--- src/rtl/fetch_stage.sv ---
// Instruction fetch stage: PC register, IF/ID pipeline register and BOOT/RUN/HALT control.
// Optional macro MISALIGN_CHECK_EN turns misaligned redirect targets into a sticky fault.
module fetch_stage #(
  parameter logic [31:0] RESET_PC = 32'h0000_0000
) (
  input  logic        CLK,
  input  logic        RST_n,
  output logic [31:0] IMEM_ADDR,
  input  logic [31:0] IMEM_INST,
  input  logic        STALL,
  input  logic        FLUSH,
  input  logic        REDIRECT,
  input  logic [31:0] REDIRECT_PC,
  output logic [31:0] IFID_PC,
  output logic [31:0] IFID_PC4,
  output logic [31:0] IFID_INST,
  output logic        IFID_VALID,
  output logic        HALTED,
  output logic [15:0] FETCH_CNT,
  output logic        MISALIGN
);

  localparam logic [1:0]  ST_BOOT = 2'd0;
  localparam logic [1:0]  ST_RUN  = 2'd1;
  localparam logic [1:0]  ST_HALT = 2'd2;
  localparam logic [31:0] NOP     = 32'h0000_0013;

  logic [1:0]  state_q, state_d;
  logic [31:0] pc_q, pc_d;
  logic [31:0] ifid_pc_q, ifid_pc_d;
  logic [31:0] ifid_pc4_q, ifid_pc4_d;
  logic [31:0] ifid_inst_q, ifid_inst_d;
  logic        ifid_valid_q, ifid_valid_d;
  logic [15:0] fetch_cnt_q, fetch_cnt_d;
  logic        misalign_q, misalign_d;
  logic        load_bubble, load_fetch;
  logic        bad_target;

`ifdef MISALIGN_CHECK_EN
  assign bad_target = (REDIRECT_PC[1:0] != 2'b00);
`else
  assign bad_target = 1'b0;
`endif

  always_comb begin
    // NOTE: every signal gets a default first so no path can infer a latch.
    state_d     = state_q;
    pc_d        = pc_q;
    misalign_d  = misalign_q;
    load_bubble = 1'b0;
    load_fetch  = 1'b0;

    if (state_q == ST_BOOT) begin
      load_bubble = 1'b1;
      state_d     = ST_RUN;
    end else if (REDIRECT) begin
      load_bubble = 1'b1;
      if (bad_target) begin
        misalign_d = 1'b1;
        state_d    = ST_HALT;
      end else begin
        pc_d    = REDIRECT_PC & 32'hFFFF_FFFC;
        state_d = ST_RUN;
      end
    end else if (state_q != ST_RUN) begin
      load_bubble = 1'b1;
    end else if (STALL) begin
      load_bubble = FLUSH;
    end else if (FLUSH) begin
      load_bubble = 1'b1;
      pc_d        = pc_q + 32'd4;
    end else if (IMEM_INST == 32'h0000_0000) begin
      // An all-zero word marks the end of the program image.
      load_bubble = 1'b1;
      state_d     = ST_HALT;
    end else begin
      load_fetch = 1'b1;
      pc_d       = pc_q + 32'd4;
    end

    ifid_pc_d    = ifid_pc_q;
    ifid_pc4_d   = ifid_pc4_q;
    ifid_inst_d  = ifid_inst_q;
    ifid_valid_d = ifid_valid_q;
    fetch_cnt_d  = fetch_cnt_q;
    if (load_bubble) begin
      ifid_inst_d  = NOP;
      ifid_valid_d = 1'b0;
    end else if (load_fetch) begin
      ifid_pc_d    = pc_q;
      ifid_pc4_d   = pc_q + 32'd4;
      ifid_inst_d  = IMEM_INST;
      ifid_valid_d = 1'b1;
      if (fetch_cnt_q != 16'hFFFF) fetch_cnt_d = fetch_cnt_q + 16'd1;
    end
  end

  always_ff @(posedge CLK or negedge RST_n) begin
    if (!RST_n) begin
      state_q      <= ST_BOOT;
      pc_q         <= RESET_PC;
      ifid_pc_q    <= 32'h0;
      ifid_pc4_q   <= 32'h0;
      ifid_inst_q  <= NOP;
      ifid_valid_q <= 1'b0;
      fetch_cnt_q  <= 16'h0;
      misalign_q   <= 1'b0;
    end else begin
      // NOTE: non-blocking assignments so all registers update from pre-edge values.
      state_q      <= state_d;
      pc_q         <= pc_d;
      ifid_pc_q    <= ifid_pc_d;
      ifid_pc4_q   <= ifid_pc4_d;
      ifid_inst_q  <= ifid_inst_d;
      ifid_valid_q <= ifid_valid_d;
      fetch_cnt_q  <= fetch_cnt_d;
      misalign_q   <= misalign_d;
    end
  end

  assign IMEM_ADDR  = pc_q;
  assign IFID_PC    = ifid_pc_q;
  assign IFID_PC4   = ifid_pc4_q;
  assign IFID_INST  = ifid_inst_q;
  assign IFID_VALID = ifid_valid_q;
  assign HALTED     = (state_q == ST_HALT);
  assign FETCH_CNT  = fetch_cnt_q;
  assign MISALIGN   = misalign_q;

endmodule

--- config.mk ---
export PLATFORM = sky130hd
export DESIGN_NAME = fetch_stage
export DESIGN_NICKNAME = d
export VERILOG_FILES = /design/src/rtl/fetch_stage.sv
export SDC_FILE = /design/constraint.sdc
export NUM_CORES = 1
export LEC_CHECK = 0
export ABC_AREA = 1
export BUFFER_PORTS_ARGS = -buffer_cell sky130_fd_sc_hd__buf_4
export CORE_AREA = 3 3 146 148
export DETAILED_ROUTE_END_ITERATION = 10
export DIE_AREA = 0 0 149 151
export SYNTH_ARGS = -nofsm -noshare
export SYNTH_HDL_FRONTEND = slang
export SYNTH_SLANG_ARGS = --single-unit
--- constraint.sdc ---
create_clock -name CLK -period 1.7 [get_ports CLK]
set_input_delay 0.34 -clock CLK [delete_from_list [all_inputs] [get_ports CLK]]
set_output_delay 0.34 -clock CLK [all_outputs]
set_load 0.005 [all_outputs]
After elaboration in Yosys (flattened, before gate mapping)
Cells that the tools add are included.
- bits of input ports: 69
- flip-flop bits (word level): 147
- output and inout port bits: 147
- reductions and logical operators: 8
- mux-type cells: 27
- add/subtract/negate cells: 2
- equal/unequal tests: 9
- bitwise operators: 2
- operators by type and width (kind ; number):
    2-to-1 mux 32 bit ; 7
    adder 32 x 3 -> 32 bit, second input constant ; 1
    logical NOT 32 bit ; 1
    adder 16 x 1 -> 16 bit, second input constant ; 1
    != test 16 bit, second input constant ; 1
    2-to-1 mux 1 bit ; 14
    2-to-1 mux 2 bit ; 6
    AND reduction 4 bit ; 2
    != test 3 x 1 -> 1 bit, second input constant ; 2
    != test 3 bit, second input constant ; 2
    != test 2 x 1 -> 1 bit, second input constant ; 2
    AND reduction 3 bit ; 1
    nonzero test 3 bit ; 1
    equality test 2 bit, second input constant ; 1
    logical NOT 2 bit ; 1
    != test 2 bit, second input constant ; 1
    inverter 1 bit ; 2
    AND reduction 2 bit ; 1
    nonzero test 2 bit ; 1

Logic depth before layout (Yosys ltp)
- depth in word-level cells: 9
- mapped depth: 12

Worst setup path after synthesis
Ideal clock, no wire load.
- kind: register to register
- from: reg pc_q[2] (netlist: IMEM_ADDR[2])
- to: reg pc_q[12] (netlist: IMEM_ADDR[12])
- arrival: 1544 ps
- stages on the path, launching flop included: 9
- clock period less this slack: 1671 ps
- path buffers: 0
- path slack: 29 ps
- library setup time: 127 ps
- data required time: 1573 ps
- cell sequence: dfrtp_1 > ha_1 > inv_1 > nor2_2 > nand2_1 > o21ai_0 > nand2_1 > a21boi_0 > o21ai_0
- cells in the longest elaborated chain, start to end: 6
- ends and longest elaborated chain (what ; line ; text):
    from (decl) ; 29 ; logic [31:0] pc_q, pc_d;
    from (signal assigned) ; 111 ; pc_q <= pc_d;
    adder 32 x 3 -> 32 bit * ; 71, 78 ;
    2-to-1 mux 32 bit ; 72 ; end else if (IMEM_INST == 32'h0000_0000) begin
    2-to-1 mux 32 bit * ; 69 ; end else if (FLUSH) begin
    2-to-1 mux 32 bit * ; 67 ; end else if (STALL) begin
    2-to-1 mux 32 bit * ; 65 ; end else if (state_q != ST_RUN) begin
    2-to-1 mux 32 bit * ; 56 ; end else if (REDIRECT) begin
Every way passes the cells marked *; elsewhere a longest branch is shown, timed or not. The select of a mux whose other input is x is not followed.
A chain may end at the register's enable or synchronous reset.

Worst setup path after layout
- from: reg pc_q[2] (netlist: IMEM_ADDR[2])
- to: out IMEM_ADDR[2]
- RTL lines (what ; line ; text):
    to (decl) ; 8 ; output logic [31:0] IMEM_ADDR,
No word-level cell between the ends.

==> reports/qor.csv <==
stage,metric,value,unit
routing,remaining_drc_errors,0,
clocking,clkLatencyLatePin,0.42,ns
routing,dr_total_vias,6979,
routing,final_antenna_net_count,0,
clocking,numCtsBuffers,17,
placement,place_worst_setup_slack,-0.177,ns
sta,setup_violations,0,
logic_synthesis,synthCells,968,
placement,port_buffers,206,
power_and_ir_drop,p_switching,2.90,mW
logic_synthesis,syn-cell-area,0.00705,mm2
clocking,root_buffer,clkbuf_16,
global_routing,grt_usage,20.6,%
logic_synthesis,synthDistinctLibCells,31,
layout,final_cell_area,0.0104,mm2
layout,layout.cells.non_filler,1535,
clocking,clk_path_buf_depth,2,
setup_path,worst-path-buf-inv,3,
power_and_ir_drop,p_leak,5.33,nW
power_and_ir_drop,pwr-share-seq,39.7,%
setup_path,cpMostUsedCell,buf_4,
setup_path,critical-path-top-delay-family,buffers and inverters,
layout,final_util,51.6,%
logic_synthesis,yosysWarnings,0,
global_routing,grt_pass1_wl,36300,um
power_and_ir_drop,pwr-share-clk,38.8,%
floorplan,core-area,0.0202,mm2
setup_path,worstPathCellList,buf_4 -> buf_4 -> buf_4,
sta,finalWorstSetupSlack,0.0959,ns
power_and_ir_drop,combPwrFrac,21.5,%
power_and_ir_drop,p_int,7.51,mW
clocking,h-tree-depth,4,
global_routing,grt_pass1_vias,6859,
setup_path,path_class,reg -> out,
clocking,clkTransAtPathRegs,0.06,ns
clocking,cts_tree,built,
flow_run,maxCapViolations,0,
floorplan,die_w,149,um
floorplan,die_h,151,um
layout,final_common_cell,nand2_1,
setup_path,cp-end-kind,primary output,
setup_path,arrival,1.26,ns
routing,firstDrtPassIters,5,
layout,syn_to_final_growth,47.7,%
routing,drt-total-wl,23200,um
logic_synthesis,avgSynthCellArea,7.28,um2
power_and_ir_drop,p_sw_share,27.8,%
floorplan,start_util,35.0,%
logic_synthesis,ys_ff_latch,141,
placement,dp_hpwl,17600,um
setup_path,crit_fanout,7,
global_routing,grt_start_max_net_pins,40,
logic_synthesis,synth_top_area_cell,dfrtp_1,
floorplan,dieArea,0.0225,mm2
power_and_ir_drop,peakVddDrop,527,uV
sta,hold_violations,0,
status,outcome,"finished, final reports clean",
hold_path,hold_class,in -> reg,
global_routing,overflow,0,
sta,finalSetupTns,0,ns
global_routing,antenna_found_initial,0,
sta,rsz0062_at_grt,true,
placement,gp_congestion,0.908,
power_and_ir_drop,power_density,1000,mW/mm2
setup_path,cpPeakStageDelay,0.39,ns
layout,layout_common_cells,"nand2_1 (444), buf_4 (283), dfrtp_1 (133)",
setup_path,worst_path_max_delay_cell,dfrtp_1,
routing,wl_per_cell,15.1,um
setup_path,start_kind,flip-flop,
logic_synthesis,ys_seq_area_share,50.1,%
sta,fmax,623,MHz
routing,drtIter0Drc,301,
sta,fin_worst_skew,0.0121,ns
routing,via_per_inst,4.55,
logic_synthesis,yosysTopAreaCellShare,49.0,%
logic_synthesis,synth_area_leaders,"dfrtp_1 (49%), nand2_1 (24%), o21ai_0 (6.0%)",
layout,antenna-diode-count,0,
floorplan,rows,52,
floorplan,num_io_pins,216,
setup_path,crit_required,1.36,ns
sta,slew_violations,0,
placement,dp.cells,1491,
clocking,cts_sinks,141,
placement,placed_cell_area,0.00944,mm2
sta,fin_crit_sh,94.4,%
sta,fin_crit,1.60,ns
layout,layout-drive-gt1-share,30.5,%
layout,fin_nets,1323,
==> cell families after synthesis <==
group / share of synthesized area [%]
mux: 0.142
fa+ha+maj: 0.355
buf+inv: 7.63
simple gates: 32.8
flops: 50.1
compound gates: 7.06
other cells: 0.0532
xor+xnor: 1.86
==> flip-flops by register name, indices dropped and copies added, names as in the netlist <==
name / count
state_q: 2
IFID_PC4: 30
FETCH_CNT: 16
IFID_VALID: 1
IFID_INST: 32
IMEM_ADDR: 30
IFID_PC: 30
==> layer usage <==
| metal | global-route usage [%] | routed length (um) |
|---|---|---|
| met5 | 0 | 0 |
| met4 | 5.17 | 263 |
| met3 | 4.55 | 1460 |
| met2 | 34.1 | 11000 |
| met1 | 27.5 | 10400 |
==> power groups by stage <==
stage / clock network [mW] / logic (mW) / registers (mW)
5_1_grt: 4.25 / 2.52 / 4.19
6_report: 4.04 / 2.24 / 4.13
2_1_floorplan: 0 / 0.727 / 4.19
3_5_place_dp: 0 / 2.20 / 4.18
4_1_cts: 4.12 / 2.21 / 4.12
3_3_place_gp: 0 / 2.18 / 4.17
==> synth_stat cells <==
| master | n |
|---|---|
| o21ai_4 | 1 |
| buf_4 | 8 |
| nor2_2 | 2 |
| conb_1 | 1 |
| nand3_1 | 39 |
| buf_6 | 3 |
| inv_1 | 82 |
| o21ai_1 | 1 |
| inv_2 | 3 |
| o21ai_0 | 85 |
| ha_1 | 2 |
| buf_2 | 13 |
| o22ai_1 | 5 |
| nand2_1 | 457 |
| nor2_1 | 73 |
| o21a_1 | 1 |
| dfrtp_1 | 138 |
| buf_1 | 1 |
| nand2_2 | 2 |
| mux2i_1 | 1 |
| clkbuf_1 | 15 |
| nand4_1 | 4 |
| xor2_1 | 11 |
| a21boi_0 | 1 |
| nor3_2 | 3 |
| a21oi_1 | 1 |
| dfstp_2 | 3 |
| nand3_2 | 1 |
| nor3_1 | 5 |
| nor4_1 | 2 |
| xnor2_1 | 4 |
==> final cells by class <==
class | count | area [um2]
tap | 270 | 338
multi-input combinational | 708 | 3160
inverter | 85 | 324
clock buffer | 23 | 478
timing repair buffer | 299 | 2420
fill | 2012 | 9760
clock inverter | 9 | 160
sequential | 141 | 3540
==> path summary, 6_finish.rpt <==
check                                   from       endpoint  slack (ns)  cells past startpoint
worst max-delay path            IMEM_ADDR[2]   IMEM_ADDR[2]         0.1                      3
worst min-delay path            IMEM_INST[8]   IFID_INST[8]        0.14                      3
worst max register to register  FETCH_CNT[0]   FETCH_CNT[0]        0.11                      9
worst min register to register  IFID_PC4[19]   IFID_PC4[19]        0.48                      2
max in group asynchronous              RST_n  IMEM_ADDR[11]        0.70                      3
min in group asynchronous              RST_n   IMEM_ADDR[3]        0.42                      2
==> metrics by stage <==
step | hold WS, ns | power [mW]
after floorplan | 0.0444 | 4.92
after global placement | 0.299 | 6.35
after detailed placement | 0.294 | 6.37
after CTS | 0.123 | 10.5
after global routing | 0.132 | 11.0
final | 0.137 | 10.4
==> worst reg2reg max path: cells and delay by family (launching register included) <==
family / cells / cell delay, ns
and+or+nand+nor: 7 / 0.73
DFF: 1 / 0.37
adders and majority gates: 1 / 0.20
buffers and inverters: 1 / 0.18
==> repair_timing <==
item | CTS | global route
buffers inserted | 0 | 8
hold buffers | 1 | 0
pin swaps | 0 | 11
hold endpoints to repair | 32 | 0
setup endpoints to repair | 5 | 85
resized for setup | 3 | 64
cloned | 0 | 3
(Power assumes the default switching activity.)
